==> config.mk <==
export PLATFORM = sky130hd
export DESIGN_NAME = group_rr_scheduler_flat
export DESIGN_NICKNAME = d
export VERILOG_FILES = /design/src/rtl/group_rr_scheduler_if.sv /design/src/rtl/group_rr_scheduler.sv /design/src/flat_wrapper.sv
export SDC_FILE = /design/constraint.sdc
export NUM_CORES = 1
export LEC_CHECK = 0
export ABC_CLOCK_PERIOD_IN_PS = 5100
export CAP_MARGIN = 20
export CORE_UTILIZATION = 42
export DETAILED_ROUTE_END_ITERATION = 6
export GPL_ROUTABILITY_DRIVEN = 1
export HOLD_SLACK_MARGIN = 0.1
export PLACE_DENSITY = 0.65
export SYNTH_ARGS = -nofsm -noshare
export SYNTH_HDL_FRONTEND = slang
export SYNTH_SLANG_ARGS = --single-unit
==> constraint.sdc <==
create_clock -name clk_i -period 5.1 [get_ports clk_i]
set_input_delay 0.51 -clock clk_i [delete_from_list [all_inputs] [get_ports clk_i]]
set_output_delay 0.51 -clock clk_i [all_outputs]
set_load 0.1 [all_outputs]
==> src/rtl/group_rr_scheduler_if.sv <==
// Request/release inputs and enable/address outputs between the pixel-group
// arbiters and the group round-robin scheduler.
interface group_rr_scheduler_if #(
    parameter int ROWS = 4,
    parameter int COLS = 4,
    parameter int ADD  = 2
);
    logic [ROWS-1:0][COLS-1:0] req_i;
    logic                      grp_release_i;
    logic [ROWS-1:0][COLS-1:0] enable_o;
    logic [ADD-1:0]            x_add_o;
    logic [ADD-1:0]            y_add_o;
    logic                      active_o;
    logic                      timeout_o;

    // Driven by the requesting side (group arbiters / testbench)
    modport master (
        output req_i, grp_release_i,
        input  enable_o, x_add_o, y_add_o, active_o, timeout_o
    );

    // Seen by the scheduler
    modport slave (
        input  req_i, grp_release_i,
        output enable_o, x_add_o, y_add_o, active_o, timeout_o
    );
endinterface

==> src/rtl/group_rr_scheduler.sv <==
// Round-robin scheduler granting one pixel group at a time, holding the grant
// until release or hold timeout, with a one-cycle dead gap between grants.
module group_rr_scheduler #(
    parameter int ROWS     = 4,
    parameter int COLS     = 4,
    parameter int ADD      = 2,
    parameter int MAX_HOLD = 16,
    parameter int CNT_W    = 8
) (
    input  logic                  clk_i,
    input  logic                  reset_i,
    group_rr_scheduler_if.slave   bus
);
    localparam int N  = ROWS * COLS;
    localparam int FW = (N > 1) ? $clog2(N) : 1;

    typedef enum logic [1:0] {
        IDLE   = 2'd0,
        ACTIVE = 2'd1,
        GAP    = 2'd2
    } state_t;

    state_t           r_state;
    logic [FW-1:0]    r_lp;
    logic [CNT_W-1:0] r_holdCnt;

    logic [N-1:0]     w_reqFlat;
    logic             w_found;
    logic [FW-1:0]    w_win;
    logic [N-1:0]     w_oneHot;
    logic [ADD-1:0]   w_x;
    logic [ADD-1:0]   w_y;

    // Bit [r][c] of the packed request lands at flat position r*COLS+c
    assign w_reqFlat = bus.req_i;

    // Circular search from lp+1: first pass takes indices above lp, second wraps to 0..lp
    always_comb begin
        w_found = 1'b0;
        w_win   = '0;
        for (int i = 0; i < N; i++) begin
            if (!w_found && w_reqFlat[i] && (FW'(i) > r_lp)) begin
                w_found = 1'b1;
                w_win   = FW'(i);
            end
        end
        for (int i = 0; i < N; i++) begin
            if (!w_found && w_reqFlat[i]) begin
                w_found = 1'b1;
                w_win   = FW'(i);
            end
        end
        w_oneHot = N'(1) << w_win;
        w_x      = ADD'(w_win % COLS);
        w_y      = ADD'(w_win / COLS);
    end

    always_ff @(posedge clk_i or posedge reset_i) begin
        if (reset_i) begin
            r_state       <= IDLE;
            r_lp          <= FW'(N - 1);
            r_holdCnt     <= '0;
            bus.enable_o  <= '0;
            bus.x_add_o   <= '0;
            bus.y_add_o   <= '0;
            bus.active_o  <= 1'b0;
            bus.timeout_o <= 1'b0;
        end else begin
            bus.timeout_o <= 1'b0;
            case (r_state)
                IDLE, GAP: begin
                    r_holdCnt <= '0;
                    if (w_found) begin
                        r_state      <= ACTIVE;
                        r_lp         <= w_win;
                        bus.enable_o <= w_oneHot;
                        bus.x_add_o  <= w_x;
                        bus.y_add_o  <= w_y;
                        bus.active_o <= 1'b1;
                    end else begin
                        r_state      <= IDLE;
                        bus.enable_o <= '0;
                        bus.active_o <= 1'b0;
                    end
                end
                ACTIVE: begin
                    // Release wins over timeout when both land on the same cycle
                    if (bus.grp_release_i) begin
                        r_state      <= GAP;
                        r_holdCnt    <= '0;
                        bus.enable_o <= '0;
                        bus.active_o <= 1'b0;
                    end else if (r_holdCnt == CNT_W'(MAX_HOLD - 1)) begin
                        r_state       <= GAP;
                        r_holdCnt     <= '0;
                        bus.enable_o  <= '0;
                        bus.active_o  <= 1'b0;
                        bus.timeout_o <= 1'b1;
                    end else begin
                        r_holdCnt <= r_holdCnt + 1'b1;
                    end
                end
                default: begin
                    r_state      <= IDLE;
                    r_holdCnt    <= '0;
                    bus.enable_o <= '0;
                    bus.active_o <= 1'b0;
                end
            endcase
        end
    end
endmodule

==> src/flat_wrapper.sv <==
// flat-port wrapper written by rule: the top's interface ports become plain ports
module group_rr_scheduler_flat 
#(
    parameter int ROWS     = 4,
    parameter int COLS     = 4,
    parameter int ADD      = 2,
    parameter int MAX_HOLD = 16,
    parameter int CNT_W    = 8
)
  (clk_i, reset_i, bus_req_i, bus_grp_release_i, bus_enable_o, bus_x_add_o, bus_y_add_o, bus_active_o, bus_timeout_o);
  group_rr_scheduler_if #(.ROWS(ROWS), .COLS(COLS), .ADD(ADD)) bus_i ();
  input  logic clk_i;
  input  logic reset_i;
  input wire logic [$bits(bus_i.req_i)-1:0] bus_req_i;
  input wire logic [$bits(bus_i.grp_release_i)-1:0] bus_grp_release_i;
  output wire logic [$bits(bus_i.enable_o)-1:0] bus_enable_o;
  output wire logic [$bits(bus_i.x_add_o)-1:0] bus_x_add_o;
  output wire logic [$bits(bus_i.y_add_o)-1:0] bus_y_add_o;
  output wire logic [$bits(bus_i.active_o)-1:0] bus_active_o;
  output wire logic [$bits(bus_i.timeout_o)-1:0] bus_timeout_o;
  assign bus_i.req_i = bus_req_i;
  assign bus_i.grp_release_i = bus_grp_release_i;
  assign bus_enable_o = bus_i.enable_o;
  assign bus_x_add_o = bus_i.x_add_o;
  assign bus_y_add_o = bus_i.y_add_o;
  assign bus_active_o = bus_i.active_o;
  assign bus_timeout_o = bus_i.timeout_o;
  group_rr_scheduler #(.ROWS(ROWS), .COLS(COLS), .ADD(ADD), .MAX_HOLD(MAX_HOLD), .CNT_W(CNT_W)) u_core (.clk_i(clk_i), .reset_i(reset_i), .bus(bus_i));
endmodule
# After elaboration in Yosys (flattened, before gate mapping)
# Index checks and enable logic that the tools add are counted.
# Widths: inputs -> output; s select.
# classes
addsub,1
order_cmp,16
n_eq_ne,4
n_shift,1
n_mux,81
reduce_logical,81
# op_table
operator,n
$mux 4,24
$mux 16,3
$logic_and 1x1->1,47
$mux 1,40
$gt 4x4->1 const A,8
$pmux 16 s2,1
$logic_not 1->1,31
$mux 8,3
$gt 3x4->1 const A,4
$shl 1x4->16 const A,1
$mux 3,4
$add 8x1->8 const B,1
$eq 8x4->1 const B,1
$gt 1x4->1 const A,2
$gt 2x4->1 const A,2
$mux 2,4
$pmux 2 s2,1
$ne 3x2->1 const B,1
$eq 2x1->1 const B,1
$eq 2x2->1 const B,1
$logic_not 2->1,1
$pmux 1 s2,1
$reduce_and 2->1,1
$reduce_or 2->1,1
# totals
regBits,36
input_bits,19

# Longest topological paths before layout
# depth
word_depth,114
mapped_depth,9
mapped_depth_nobuf,7

# Worst setup path before layout
# No wires, ideal clock.
# synth_path
path_kind,in2reg
from,input port bus_req_i[2]
to,register u_core.bus.enable_o[5]
setup_ns,0.123
arrival_ns,2.252
required_time_ns,4.977
path_slack_ns,2.725
stages,7
path_cell_list,or4_4 -> nor4_4 -> o211ai_4 -> o22ai_2 -> a211oi_4 -> and3_4 -> a32o_1
# synth_via
elab_chain_len,106
# synth_rtl
element,line,text
start: declaration,flat_wrapper.sv:14,input wire logic [$bits(bus_i.req_i)-1:0] bus_req_i;
$logic_and 1x1->1 (2 in series),group_rr_scheduler.sv:42,if (!w_found && w_reqFlat[i] && (FW'(i) > r_lp)) begin
$mux 1,group_rr_scheduler.sv:42,
$logic_not 1->1,group_rr_scheduler.sv:42,
$logic_and 1x1->1 (2 in series),group_rr_scheduler.sv:42,
$mux 1,group_rr_scheduler.sv:42,
$logic_not 1->1,group_rr_scheduler.sv:42,
$logic_and 1x1->1 (2 in series),group_rr_scheduler.sv:42,
$mux 1,group_rr_scheduler.sv:42,
(+87 left out),-,
$logic_and 1x1->1,group_rr_scheduler.sv:48,if (!w_found && w_reqFlat[i]) begin
$mux 1,group_rr_scheduler.sv:48,
$logic_not 1->1,group_rr_scheduler.sv:48,
$logic_and 1x1->1,group_rr_scheduler.sv:48,
$mux 4,group_rr_scheduler.sv:48,
$shl 1x4->16,group_rr_scheduler.sv:53,w_oneHot = N'(1) << w_win;
$mux 16 (*),group_rr_scheduler.sv:73,if (w_found) begin
$pmux 16 s2 (*),group_rr_scheduler.sv:70,case (r_state)
end signal: assignment,group_rr_scheduler.sv:76,bus.enable_o <= w_oneHot;
end: declaration,group_rr_scheduler_if.sv:25,"output enable_o, x_add_o, y_add_o, active_o, timeout_o"
# Every way passes the cells marked *; elsewhere a longest branch is shown, timed or not.
# A chain may end at the register's enable or synchronous reset.

# Worst setup path in the final report
# layout_path
from,input port bus_req_i[12]
to,register u_core.bus.enable_o[15]
# layout_via
elab_chain_len,66
# layout_rtl
element,line
$logic_and 1x1->1 (2 in series),group_rr_scheduler.sv:42
$mux 1,group_rr_scheduler.sv:42
$logic_not 1->1,group_rr_scheduler.sv:42
$logic_and 1x1->1 (2 in series),group_rr_scheduler.sv:42
$mux 1,group_rr_scheduler.sv:42
$logic_not 1->1,group_rr_scheduler.sv:42
$logic_and 1x1->1 (2 in series),group_rr_scheduler.sv:42
$mux 1,group_rr_scheduler.sv:42
(+47 left out),-
$logic_and 1x1->1,group_rr_scheduler.sv:48
$mux 1,group_rr_scheduler.sv:48
$logic_not 1->1,group_rr_scheduler.sv:48
$logic_and 1x1->1,group_rr_scheduler.sv:48
$mux 4,group_rr_scheduler.sv:48
$shl 1x4->16,group_rr_scheduler.sv:53
$mux 16 (*),group_rr_scheduler.sv:73
$pmux 16 s2 (*),group_rr_scheduler.sv:70
# Marks and branches as above.

==> flow_summary.yaml <==
critical_path:
  startpoint_type: "primary input"
  slowest_delay_ns: 0.70
  end_kind: "flip-flop"
  path_cells: "clkdlybuf4s50_1, a21boi_2, nor4_4, a21oi_1, inv_1, nor4_2, a22o_1"
  crit_type: "primary input to flip-flop"
  worstPathMaxFanout: 13
  required_ns: 5.32
  crit_buf_inv: 2
  slowest_stage: "a21oi_1"
  critPathArrivalTime_ns: 3.20
  path_delay_family: "compound AO/OA/AOI/OAI gates"
route:
  firstDrtPassIters: 4
  routedWlPerCell_um: 16.27
  via_per_inst: 5.714
  post-route-drc-count: 0
  totalWireLength_mm: 5.628
  drtIter0Drc: 180
  ant_nets: 0
  num_vias: 1977
synth:
  synth_cell_types: 70
  ys.warnings.count: 0
  synth_top_cells_by_area: "dfrtp_1 35%, dfstp_2 4.6%, nor2_1 4.3%"
  synth_cells: 235
  synth_area_sq_um: 2285
  syn-num-nets: 255
  synth-seq-cells: 36
  synth-edff-count: 0
  synth_top_area_share_pct: 35.05
  synth-seq-area-share_pct: 39.65
  synth_area_per_cell_sq_um: 9.722
  async_flop_share_pct: 100.0
  synth.most_common_cell: "dfrtp_1"
  synth_top_area_cell: "dfrtp_1"
  synth_flop_cell: "dfrtp_1"
  synth.top_cells.by_count: "32 x dfrtp_1, 26 x nor2_1, 21 x nand2_1"
power:
  peakVddDrop_v: 0.0004528
  p_leak_uw: 0.001131
  cellPowerDensity_nw_per_um2: 715.9
clock_network:
  cts_tree: "done"
  post_cts_buffers: 0
  clk_latency_ns: 0.29
  numClockSinks: 36
  htreeDepth: 2
  clockBufferDepth: 2
  cts-buffers-inserted: 5
  clockRootBuffer: "clkbuf_8"
  cts_resized: 0
  clk_pin_slew_worst_paths_ns: 0.06
  cts_hold_buf: 0
timing:
  fin_skew_ns: 0.007151
  grt_setup_unrepaired: "no"
  setup_ws_ns: 2.126
  slew_violations: 0
  setup_viol: 0
  setup_tns_ns: 0
  worst_pin_slew_ns: 0.9825
  final-hold-violation-count: 0
  timing.fmax_mhz: 336.2
  maxSlewHeadroom_pct: 34.30
  finalCritPeriodShare_pct: 58.32
  fin_crit_ns: 2.974
placed_design:
  hpwl_mm: 4.260
  pre_cts_ws_ns: 1.822
  portBuffers: 40
  place.gp.congestion: 0.9570
grt:
  grt_max_degree: 37
  grt_pass1_wl_mm: 9.308
  antenna_found_initial: 0
  grt_usage_pct: 21.95
  first_global_vias: 1873
  globalRouteOverflowTotal: 0
final_layout:
  fillCellCount: 457
  postLayoutCoreUtil_pct: 54.69
  syn_to_final_growth_pct: 23.82
  nNetsFinal: 295
  drive_gt1_share_pct: 13.77
  n_antenna_cell: 0
die:
  rows: 26
  die_w_um: 75.76
  die_y_um: 75.76
  ioPinCount: 41
  core-area_sq_um: 5172
  start_util_pct: 44.17
  dieArea_sq_um: 5739
worst_hold_path:
  hold_path.class: "flip-flop to flip-flop"
status:
  status: "finished clean"
run:
  cap_violations: 0
[area by class of cell]
| class | instances | area (sq um) | share of cell area [%] |
|---|---|---|---|
| Sequential cell | 36 | 905.9 | 32.02 |
| Clock buffer | 8 | 90.09 | 3.184 |
| Multi-Input combinational cell | 183 | 1304 | 46.09 |
| Inverter | 7 | 26.28 | 0.9288 |
| Tap cell | 70 | 87.58 | 3.096 |
| Timing Repair Buffer | 42 | 415.4 | 14.68 |
[cell usage in the layout (no fill, tap or decap), drive strengths merged, types with 7 or more instances in the layout]
cell,synthesis,layout
dfrtp,32,32
o21ai,7,7
inv,7,7
nor2,28,28
a22o,8,8
clkbuf,4,8
o21a,7,7
clkdlybuf4s50,0,40
nand3,10,10
a32o,8,8
a21oi,8,8
nor2b,7,7
nand2,21,21
[state kept, by name (all words and copies together) (netlist names)]
register / count
u_core.r_state: 2
u_core.bus.x_add_o: 2
u_core.bus.timeout_o: 1
u_core.bus.enable_o: 16
u_core.bus.y_add_o: 2
u_core.r_holdCnt: 8
u_core.bus.active_o: 1
u_core.r_lp: 4
[report_power, final]
group / switching [uW] / internal (uW)
logic: 930 / 394
registers: 105 / 390
clock network: 95.5 / 110
total: 1130 / 894
[kinds of logic (layout without fill, tap and decap cells)]
kind of cell               count (synthesis)  count (layout)  share of synthesized area, %
buffers and inverters                     16              57                         3.286
adders and majority gates                  1               1                        0.5476
and+or+nand+nor                          107             107                         27.11
muxes                                      1               1                        0.4381
xor gates and xnor gates                   6               6                         2.300
DFF                                       36              36                         39.65
AOI/OAI and AO/OA                         68              68                         26.67
[routing by layer]
layer  up-vias  wire length [um]  global-route usage, %
met5         -                 0                      0
met3         8               409                  5.952
li1        961                 -                      -
met4         0                58                  5.556
met1       949              2687                  31.35
met2        59              2473                  32.94
[final timing paths]
path	from	to	slack [ns]	depth (start not counted)
setup / recovery	bus_req_i[12]	u_core.bus.enable_o[15]$_DFFE_PP0P_	2.13	7
hold / removal	u_core.r_state[1]$_DFFE_PP0P_	u_core.r_state[1]$_DFFE_PP0P_	0.43	1
setup reg to reg	u_core.r_lp[3]$_DFFE_PP1N_	u_core.bus.enable_o[3]$_DFFE_PP0P_	2.25	7
hold reg to reg	u_core.r_state[1]$_DFFE_PP0P_	u_core.r_state[1]$_DFFE_PP0P_	0.43	1
max in group asynchronous	reset_i	u_core.r_lp[3]$_DFFE_PP1N_	4.14	3
min in group asynchronous	reset_i	u_core.r_holdCnt[3]$_DFF_PP0_	0.61	3
[stage by stage]
| stage | total power [uW] | hold WS [ns] | instance area [sq um] | cells |
|---|---|---|---|---|
| 6_report | 2025 | 0.4264 | 2829 | 346 |
| 2_1_floorplan | 1525 | 0.4011 | 2285 | 235 |
| 4_1_cts | 2029 | 0.4279 | 2829 | 346 |
| 5_1_grt | 2143 | 0.4566 | 2829 | 346 |
| 3_5_place_dp | 1819 | 0.4250 | 2739 | 338 |
| 3_3_place_gp | 1824 | 0.4143 | 2739 | 338 |
Note: power is estimated with default switching activity, not from simulation.
